### config.mk
export PLATFORM = sky130hd
export DESIGN_NAME = fetch_unit
export DESIGN_NICKNAME = d
export VERILOG_FILES = /design/src/rtl/fetch_unit.sv
export SDC_FILE = /design/constraint.sdc
export NUM_CORES = 1
export LEC_CHECK = 0
export CAP_MARGIN = 20
export CORE_MARGIN = 3
export CORE_UTILIZATION = 48
export DETAILED_ROUTE_END_ITERATION = 6
export PLACE_DENSITY_LB_ADDON = 0.05
export SKIP_LAST_GASP = 1
export SYNTH_ARGS = -nofsm -noshare
export SYNTH_HDL_FRONTEND = slang
export SYNTH_SLANG_ARGS = --single-unit
### constraint.sdc
create_clock -name clk -period 3.9 [get_ports clk]
set_input_delay 0.585 -clock clk [delete_from_list [all_inputs] [get_ports clk]]
set_output_delay 0.585 -clock clk [all_outputs]
set_load 0.03 [all_outputs]
### src/rtl/fetch_unit.sv
// Instruction-fetch stage: owns the fetch PC, buffers Icache hits in a small
// queue feeding decode, flushes on redirect and counts Icache wait cycles.
module fetch_unit #(
   parameter int FQ_DEPTH     = 4,
   parameter int LOG_FQ_DEPTH = 2,
   parameter int STAT_WIDTH   = 32
) (
   input  logic                    clk,
   input  logic                    reset,
   input  logic [63:0]             i_entry_pc,
   output logic [63:0]             o_fetch_addr,
   input  logic [31:0]             i_icache_inst,
   input  logic                    i_icache_valid,
   input  logic                    i_redirect_valid,
   input  logic [63:0]             i_redirect_pc,
   output logic                    o_dec_valid,
   input  logic                    i_dec_ready,
   output logic [31:0]             o_dec_inst,
   output logic [63:0]             o_dec_pc,
   output logic [LOG_FQ_DEPTH:0]   o_fq_count,
   output logic [STAT_WIDTH-1:0]   o_stat_miss_cyc
);

   localparam logic [LOG_FQ_DEPTH:0] CNT_FULL = (LOG_FQ_DEPTH+1)'(FQ_DEPTH);

   typedef struct packed {
      logic [63:0] pc;
      logic [31:0] inst;
   } fq_entry_t;

   fq_entry_t                 r_fq [FQ_DEPTH];
   logic [63:0]               r_pc;
   logic [LOG_FQ_DEPTH-1:0]   r_head;
   logic [LOG_FQ_DEPTH-1:0]   r_tail;
   logic [LOG_FQ_DEPTH:0]     r_count;
   logic [STAT_WIDTH-1:0]     r_stat;

   logic w_full;
   logic w_push;
   logic w_pop;
   logic w_miss;

   // Full blocks the push even if decode pops this cycle; the slot refills next cycle.
   assign w_full = (r_count == CNT_FULL);
   assign w_push = i_icache_valid & ~w_full & ~i_redirect_valid;
   assign w_pop  = (r_count != '0) & i_dec_ready;
   assign w_miss = ~i_icache_valid & ~w_full & ~i_redirect_valid;

   assign o_fetch_addr    = r_pc;
   assign o_dec_valid     = (r_count != '0);
   assign o_dec_inst      = r_fq[r_head].inst;
   assign o_dec_pc        = r_fq[r_head].pc;
   assign o_fq_count      = r_count;
   assign o_stat_miss_cyc = r_stat;

   // Storage needs no reset: pointers and count define which slots are live.
   always_ff @(posedge clk) begin
      if (w_push)
         r_fq[r_tail] <= '{pc: r_pc, inst: i_icache_inst};
   end

   always_ff @(posedge clk) begin
      if (reset) begin
         r_pc    <= i_entry_pc & ~64'h3;
         r_head  <= '0;
         r_tail  <= '0;
         r_count <= '0;
      end else if (i_redirect_valid) begin
         r_pc    <= i_redirect_pc & ~64'h3;
         r_head  <= '0;
         r_tail  <= '0;
         r_count <= '0;
      end else begin
         if (w_push) begin
            r_tail <= r_tail + 1'b1;
            r_pc   <= r_pc + 64'd4;
         end
         if (w_pop)
            r_head <= r_head + 1'b1;
         case ({w_push, w_pop})
            2'b10:   r_count <= r_count + 1'b1;
            2'b01:   r_count <= r_count - 1'b1;
            default: r_count <= r_count;
         endcase
      end
   end

   // Saturating: holds at all-ones rather than wrapping.
   always_ff @(posedge clk) begin
      if (reset)
         r_stat <= '0;
      else if (w_miss && !(&r_stat))
         r_stat <= r_stat + 1'b1;
   end

endmodule

==> results.md, run 1 <==
- **result of the run** finished, final reports clean
- **clock tree from TritonCTS** yes
- **worst slew pin tran** 1060 ps
- **clock latency of the later-clocked register in the worst-skew pair** 590 ps
- **worst slew slack as a fraction of its limit** 0.285
- **Final TNS setup** 0 ps
- **fraction of final layout cells sized beyond drive strength 1** 0.146
- **total power per unit cell area** 452 nW/um^2
- **initial core utilization** 0.492
- **per-cell routed wire length** 24.1 um
- **maximum number of pins on one net before global-route repair** 69
- **1st-pass router iterations** 6
- **post-synthesis share of cell area spent on full adders, half adders and majority gates** 0.00529
- **global-route wire length before repair** 78.9 mm
- **Hold Worst Slack** 507 ps
- **area share of the largest cell type after synthesis** 0.647
- **number of input and output port buffers inserted** 352
- **Routed Antenna Nets** 0
- **cells after synthesis** 1253
- **routed wire length** 53.2 mm
- **required time worst endpoint** 3310 ps
- **worst reg2reg path endpoint** o_fetch_addr[63]
- **library cell occupying the most area in the post-synthesis netlist** edfxtp_1
- **# setup viols final** 0
- **initial antenna violation count** 8
- **total power** 0.0119 W
- **xor/xnor share of the synthesized area** 0.0172
- **Core Box Area** 41300 sq um
- **end point of the most critical hold path** r_tail[1]
- **complex-gate fraction of the synthesized area** 0.0486
- **Hold Vio Cnt, Final** 0
- **final period demand of the worst path** 3380 ps
- **dominant combinational cell family by area after synthesis** multiplexers
- **post-synthesis mux area share** 0.121
- **type of the worst setup path** register to primary output
- **clock transition at the registers of the reported paths** 60 ps
- **fillers** 3067
- **root buffer selected by CTS** clkbuf_16
- **Most used DFF post-synth** edfxtp_1
- **share of the cycle needed by the critical path after routing** 0.867
- **register area** 14000 sq um
- **clk buf depth** 3
- **count of cells resized by post-cts repair** 0
- **Setup crit end kind** primary output
- **hold_sp** r_tail[1]
- **GR Util All Layers** 0.235
- **worst path arrival time** 2800 ps
- **Critical Path Start Type** register
- **area of the die** 44900 sq um
- **origin of the critical flop-to-flop path** o_fetch_addr[23]
- **r2r worst-path depth** 5
- **biggest area contributors in the synthesized netlist** edfxtp_1 65%, mux4_2 10%, dfxtp_1 4.0%
- **die boundary height** 212 um
- **Synth Area per Inst** 16.2 sq um
- **number of buffers created by CTS** 50
- **reported max-cap violation count** 0
- **global-route congestion overflow total** 0
- **number of primary I/O pins** 361
- **portion of the post-synthesis area used by sequential elements** 0.687
- **buffer count from post-CTS setup fixing** 0
- **nets@finish** 1808
- **count of H-tree levels built during CTS** 2
- **Routability Congestion** 0.846
- **via count** 12969
- **overall die width** 212 um
- **DRC violation count after routing** 0
- **vias per cell** 5.87
- **clk_skew** 19.6 ps
- **peak supply drop** 0.000284 V
- **hold depth** 2
- **register-to-register setup slack** 860 ps
- **most instantiated library cell after synthesis** edfxtp_1
- **number of warnings printed during yosys synthesis** 0
- **vias in the first global route** 13033
- **largest driver fanout on the critical path** 30
- **static power due to leakage** 8.61 nW
- **Syn-to-layout area delta** 29.3%
- **simple logic cell fraction of the synthesized area** 0.104
- **hold buffer count at cts** 0
- **Synth async-reset ratio** 0
- **count of flip-flops with a built-in enable after synthesis** 438
- **row count** 74
- **pins over their slew limit** 0
- **Placed Cells** 2115
- **distinct cell type count of the synthesized netlist** 68
- **multi-input gate area in the final layout** 6070 sq um
- **post-synthesis cell area** 20300 sq um
- **detailed placer's ending HPWL** 35.1 mm
- **Post-synth top cells** 438 x edfxtp_1, 94 x mux4_2, 78 x nand2_1, 54 x nand3_1, 50 x nor2_1
- **setup repair after global routing missed its margin** no
- **CTS Sinks** 479
- **type of the most critical hold path** register to register
- **maximum operating frequency** 0.296 GHz
- **flip-flop and latch count after synthesis** 479
- **final standard cell count with taps included and fillers excluded** 2209
- **1st-iter DRT viols** 965
-- per-layer routing --
metal	wire length, um	track usage
met5	87	0
met4	1310	0.0737
met3	3860	0.0493
met2	25900	0.381
met1	22000	0.322
-- report_power, final --
group	internal, W	switching (W)	leakage, nW	total, W
registers	0.00584	0.000222	4.40	0.00606
logic	0.000552	0.000688	3.43	0.00124
clock network	0.00267	0.00191	0.778	0.00458
-- critical path, stage by stage (launching register included) --
cell	delay, ps
dfxtp_4	690
buf_12	320
mux4_2	560
clkdlybuf4s50_1	610
-- flip-flops by register name, summed over array words and instances (netlist names), named ones only --
register and flops:
o_fetch_addr 62, o_stat_miss_cyc 32, r_fq 376, r_tail 2, o_fq_count 3, r_head 2
-- through the flow --
stage	worst slack, ps	instance area (sq um)	util
floorplan	820	20300	-
global placement	1050	24700	0.598
detailed placement	981	24700	0.598
CTS	416	26300	0.637
global route	369	26300	0.637
finish	518	26300	0.637
-- cell usage in the layout, fill, tap and decap left out, drive strengths merged, types with 20 or more instances in the layout --
cell type      synthesis  routed
buf                   18      40
nor3                  29      29
dfxtp                 41      41
clkinv                 1      21
clkbuf                45      67
edfxtp               438     438
nor2                  50      50
and2                  21      21
a22oi                 22      22
nand3                 54      54
a21oi                 33      33
o21ai                 25      25
clkdlybuf4s50          0     350
nand2                 80      80
nand4                 43      43
mux2i                 27      27
xnor2                 25      25
inv                   19      20
mux4                  94      94
-- kinds of logic (layout without fill, tap and decap cells) --
| family | count (synthesis) | count (layout) |
|---|---|---|
| adder cells (fa/ha/maj) | 8 | 8 |
| AND/OR/NAND/NOR | 372 | 372 |
| AO/OA/AOI/OAI | 142 | 142 |
| multiplexers | 128 | 128 |
| buffers and inverters | 83 | 502 |
| other | 1 | 6 |
| flip-flops | 479 | 479 |
| XOR/XNOR | 40 | 40 |
-- cell type report --
type                            count  area share
Timing Repair Buffer              390       0.149
Tap cell                          532      0.0253
Sequential cell                   479       0.532
Clock buffer                       67      0.0521
Antenna cell                        2    0.000190
Inverter                           20     0.00285
Multi-Input combinational cell    694       0.231
Clock inverter                     25     0.00833
-- worst max path at each step --
stage / end / slack, ps / cells past startpoint
3_3_place_gp: o_dec_pc[35] / 1050 / 3
3_5_place_dp: o_fetch_addr[63] / 980 / 5
2_1_floorplan: o_fetch_addr[10] / 820 / 4
4_1_cts: o_dec_pc[43] / 420 / 3
6_report: o_dec_inst[13] / 520 / 3
5_1_grt: o_dec_pc[35] / 370 / 3
Note: power is estimated with default switching activity, not from simulation.
==> inputs of run 2 (changes only) <==
Settings changed: CORE_UTILIZATION 48 to 57, DONT_BUFFER_PORTS set to 1.
==> run 2 against run 1 <==
Against the previous run:
- utilization increased by 1.2 points
- register-to-register slack improved by 170 ps
- combinational power decreased by 48%
- largest power group unchanged
- count of clock-buffer cells in the layout decreased by 7
- fmax increased by 18%
- non-clock buffer count decreased by 359
- sequential cell count unchanged
- final area decreased by 14%
- highest routed layer unchanged
- clock skew decreased by 7.9 ps
- global-route usage increased by 1.8 points
- via count decreased by 11%
==> results.md, run 2 (synthesis results as in run 1) <==
- **pins over their slew limit** 0
- **final critical-path setup slack** 1030 ps
- **Core Box Area** 34900 sq um
- **1st-pass router iterations** 6
- **GR Layer Usage met2** 0.395
- **1st-iter DRT viols** 914
- **hold buffer count at cts** 0
- **launch point of the worst path** o_fq_count[2]
- **met1 demand-to-capacity share in global routing** 0.349
- **Routed Antenna Nets** 0
- **Syn-to-layout area delta** 11.4%
- **delay of the slowest cell on the worst path** 560 ps
- **worst slew pin tran** 945 ps
- **final standard cell count with taps included and fillers excluded** 1773
- **number of input and output port buffers inserted** 0
- **vias per cell** 6.52
- **via count** 11559
- **global-route track usage on met3** 0.0780
- **r2r worst-path depth** 10
- **clock transition at the registers of the reported paths** 60 ps
- **clk buf depth** 3
- **maximum operating frequency** 0.348 GHz
- **Placed Cells** 1679
- **type of the worst setup path** register to register
- **worst reg2reg path endpoint** o_fq_count[2]
- **result of the run** finished, final reports clean
- **number of buffers created by CTS** 49
- **final period demand of the worst path** 2870 ps
- **most frequent cell on the critical path** inv_1
- **worst path arrival time** 3370 ps
- **global-route wire length before repair** 72.8 mm
- **core utilization of the finished layout** 0.649
- **Hold Worst Slack** 106 ps
- **area of the die** 38000 sq um
- **Largest register FFs** 376
- **nets@finish** 1448
- **total power per unit cell area** 510 nW/um^2
- **hold_sp** i_icache_inst[10]
- **per-cell routed wire length** 27.5 um
- **buffer count from post-CTS setup fixing** 0
- **vias in the first global route** 11440
- **layer carrying the most global-route usage** met2
- **Crit-path slowest cell** dfxtp_1
- **register-to-register setup slack** 1030 ps
- **number of primary I/O pins** 361
- **setup repair after global routing missed its margin** no
- **global-route congestion overflow total** 0
- **register with the most flip-flops** r_fq
- **Worst setup endpoint** o_fq_count[2]
- **largest driver fanout on the critical path** 6
- **Top delay family on crit path** simple AND/OR/NAND/NOR gates
- **hold depth** 0
- **# setup viols final** 0
- **initial antenna violation count** 7
- **CTS Sinks** 479
- **share of the cycle needed by the critical path after routing** 0.737
- **maximum number of pins on one net before global-route repair** 117
- **clock tree from TritonCTS** yes
- **DRC violation count after routing** 0
- **peak supply drop** 0.000350 V
- **type of the most critical hold path** primary input to register
- **Critical Path, Cell by Cell** or3b_2, nand2_1, nor2_1, inv_1, ha_1, inv_1, fa_1, xor2_1, or3_1, a21oi_1
- **fraction of final layout cells sized beyond drive strength 1** 0.180
- **Hold Vio Cnt, Final** 0
- **required time worst endpoint** 4400 ps
- **Final TNS setup** 0 ps
- **detailed placer's ending HPWL** 31.0 mm
- **clk_skew** 11.7 ps
- **count of H-tree levels built during CTS** 2
- **Setup crit end kind** register
- **count of buffer and inverter cells on the critical path** 2
- **clock latency of the later-clocked register in the worst-skew pair** 580 ps
- **initial core utilization** 0.583
- **number of cells on the critical path** 10
- **reported max-cap violation count** 0
- **worst slew slack as a fraction of its limit** 0.370
- **worst slack at placement** 1050 ps
- **routed wire length** 48.8 mm
- **root buffer selected by CTS** clkbuf_16
- **count of cells resized by post-cts repair** 0
- **die boundary height** 195 um
- **GR Util All Layers** 0.253
- **Routability Congestion** 0.847
- **Critical Path Start Type** register
- **static power due to leakage** 7.23 nW
- **most frequent standard cell in the layout excluding fill and tap cells** edfxtp_1
- **row count** 68
- **commonest cells after routing, fill and taps aside** 438 x edfxtp_1, 94 x mux4_2, 77 x nand2_1, 54 x nand3_1, 50 x clkbuf_16
- **origin of the critical flop-to-flop path** o_fq_count[2]
- **overall die width** 195 um
-- run 2: cell count changes in the layout (fill, tap and decap cells not counted), sizes merged --
cell | previous run | this run
clkdlybuf4s50 | 350 | 0
buf | 40 | 31
clkbuf | 67 | 60
bufinv | 3 | 6
clkinv | 21 | 23
diode | 2 | 3
inv | 20 | 21
-- run 2: worst min-delay path by stage --
stage                   to  slack, ps
2_1_floorplan    r_tail[1]        470
3_3_place_gp     r_tail[1]        490
4_1_cts        r_fq[3][19]         70
3_5_place_dp     r_tail[1]        490
6_report       r_fq[3][10]        110
5_1_grt        r_fq[2][15]         70
-- run 2: layer usage --
metal,vias to the layer above,wire length [um]
li1,5129,-
met1,5913,19900
met2,434,23700
met3,77,4190
met4,6,1040
met5,-,46
-- run 2: final cells by class --
type                            instances  area (sq um)
Antenna cell                            3          7.51
Clock buffer                           60          1310
Clock inverter                         31           324
Fill cell                            2534         12200
Inverter                               20          75.1
Multi-Input combinational cell        694          6060
Sequential cell                       479         14000
Tap cell                              455           569
Timing Repair Buffer                   31           320
-- run 2: stage by stage --
step	total power (W)	area [sq um]
2_1_floorplan	0.00672	20300
3_3_place_gp	0.00694	21000
3_5_place_dp	0.00696	21000
4_1_cts	0.0116	22600
5_1_grt	0.0119	22600
6_report	0.0115	22600
-- run 2: power breakdown --
group / internal, W / leakage [nW] / switching (W) / total (W)
combinational: 0.000205 / 2.03 / 0.000441 / 0.000646
clock: 0.00279 / 0.803 / 0.00190 / 0.00469
sequential: 0.00584 / 4.40 / 0.000362 / 0.00620
total: 0.00884 / 7.23 / 0.00271 / 0.0115
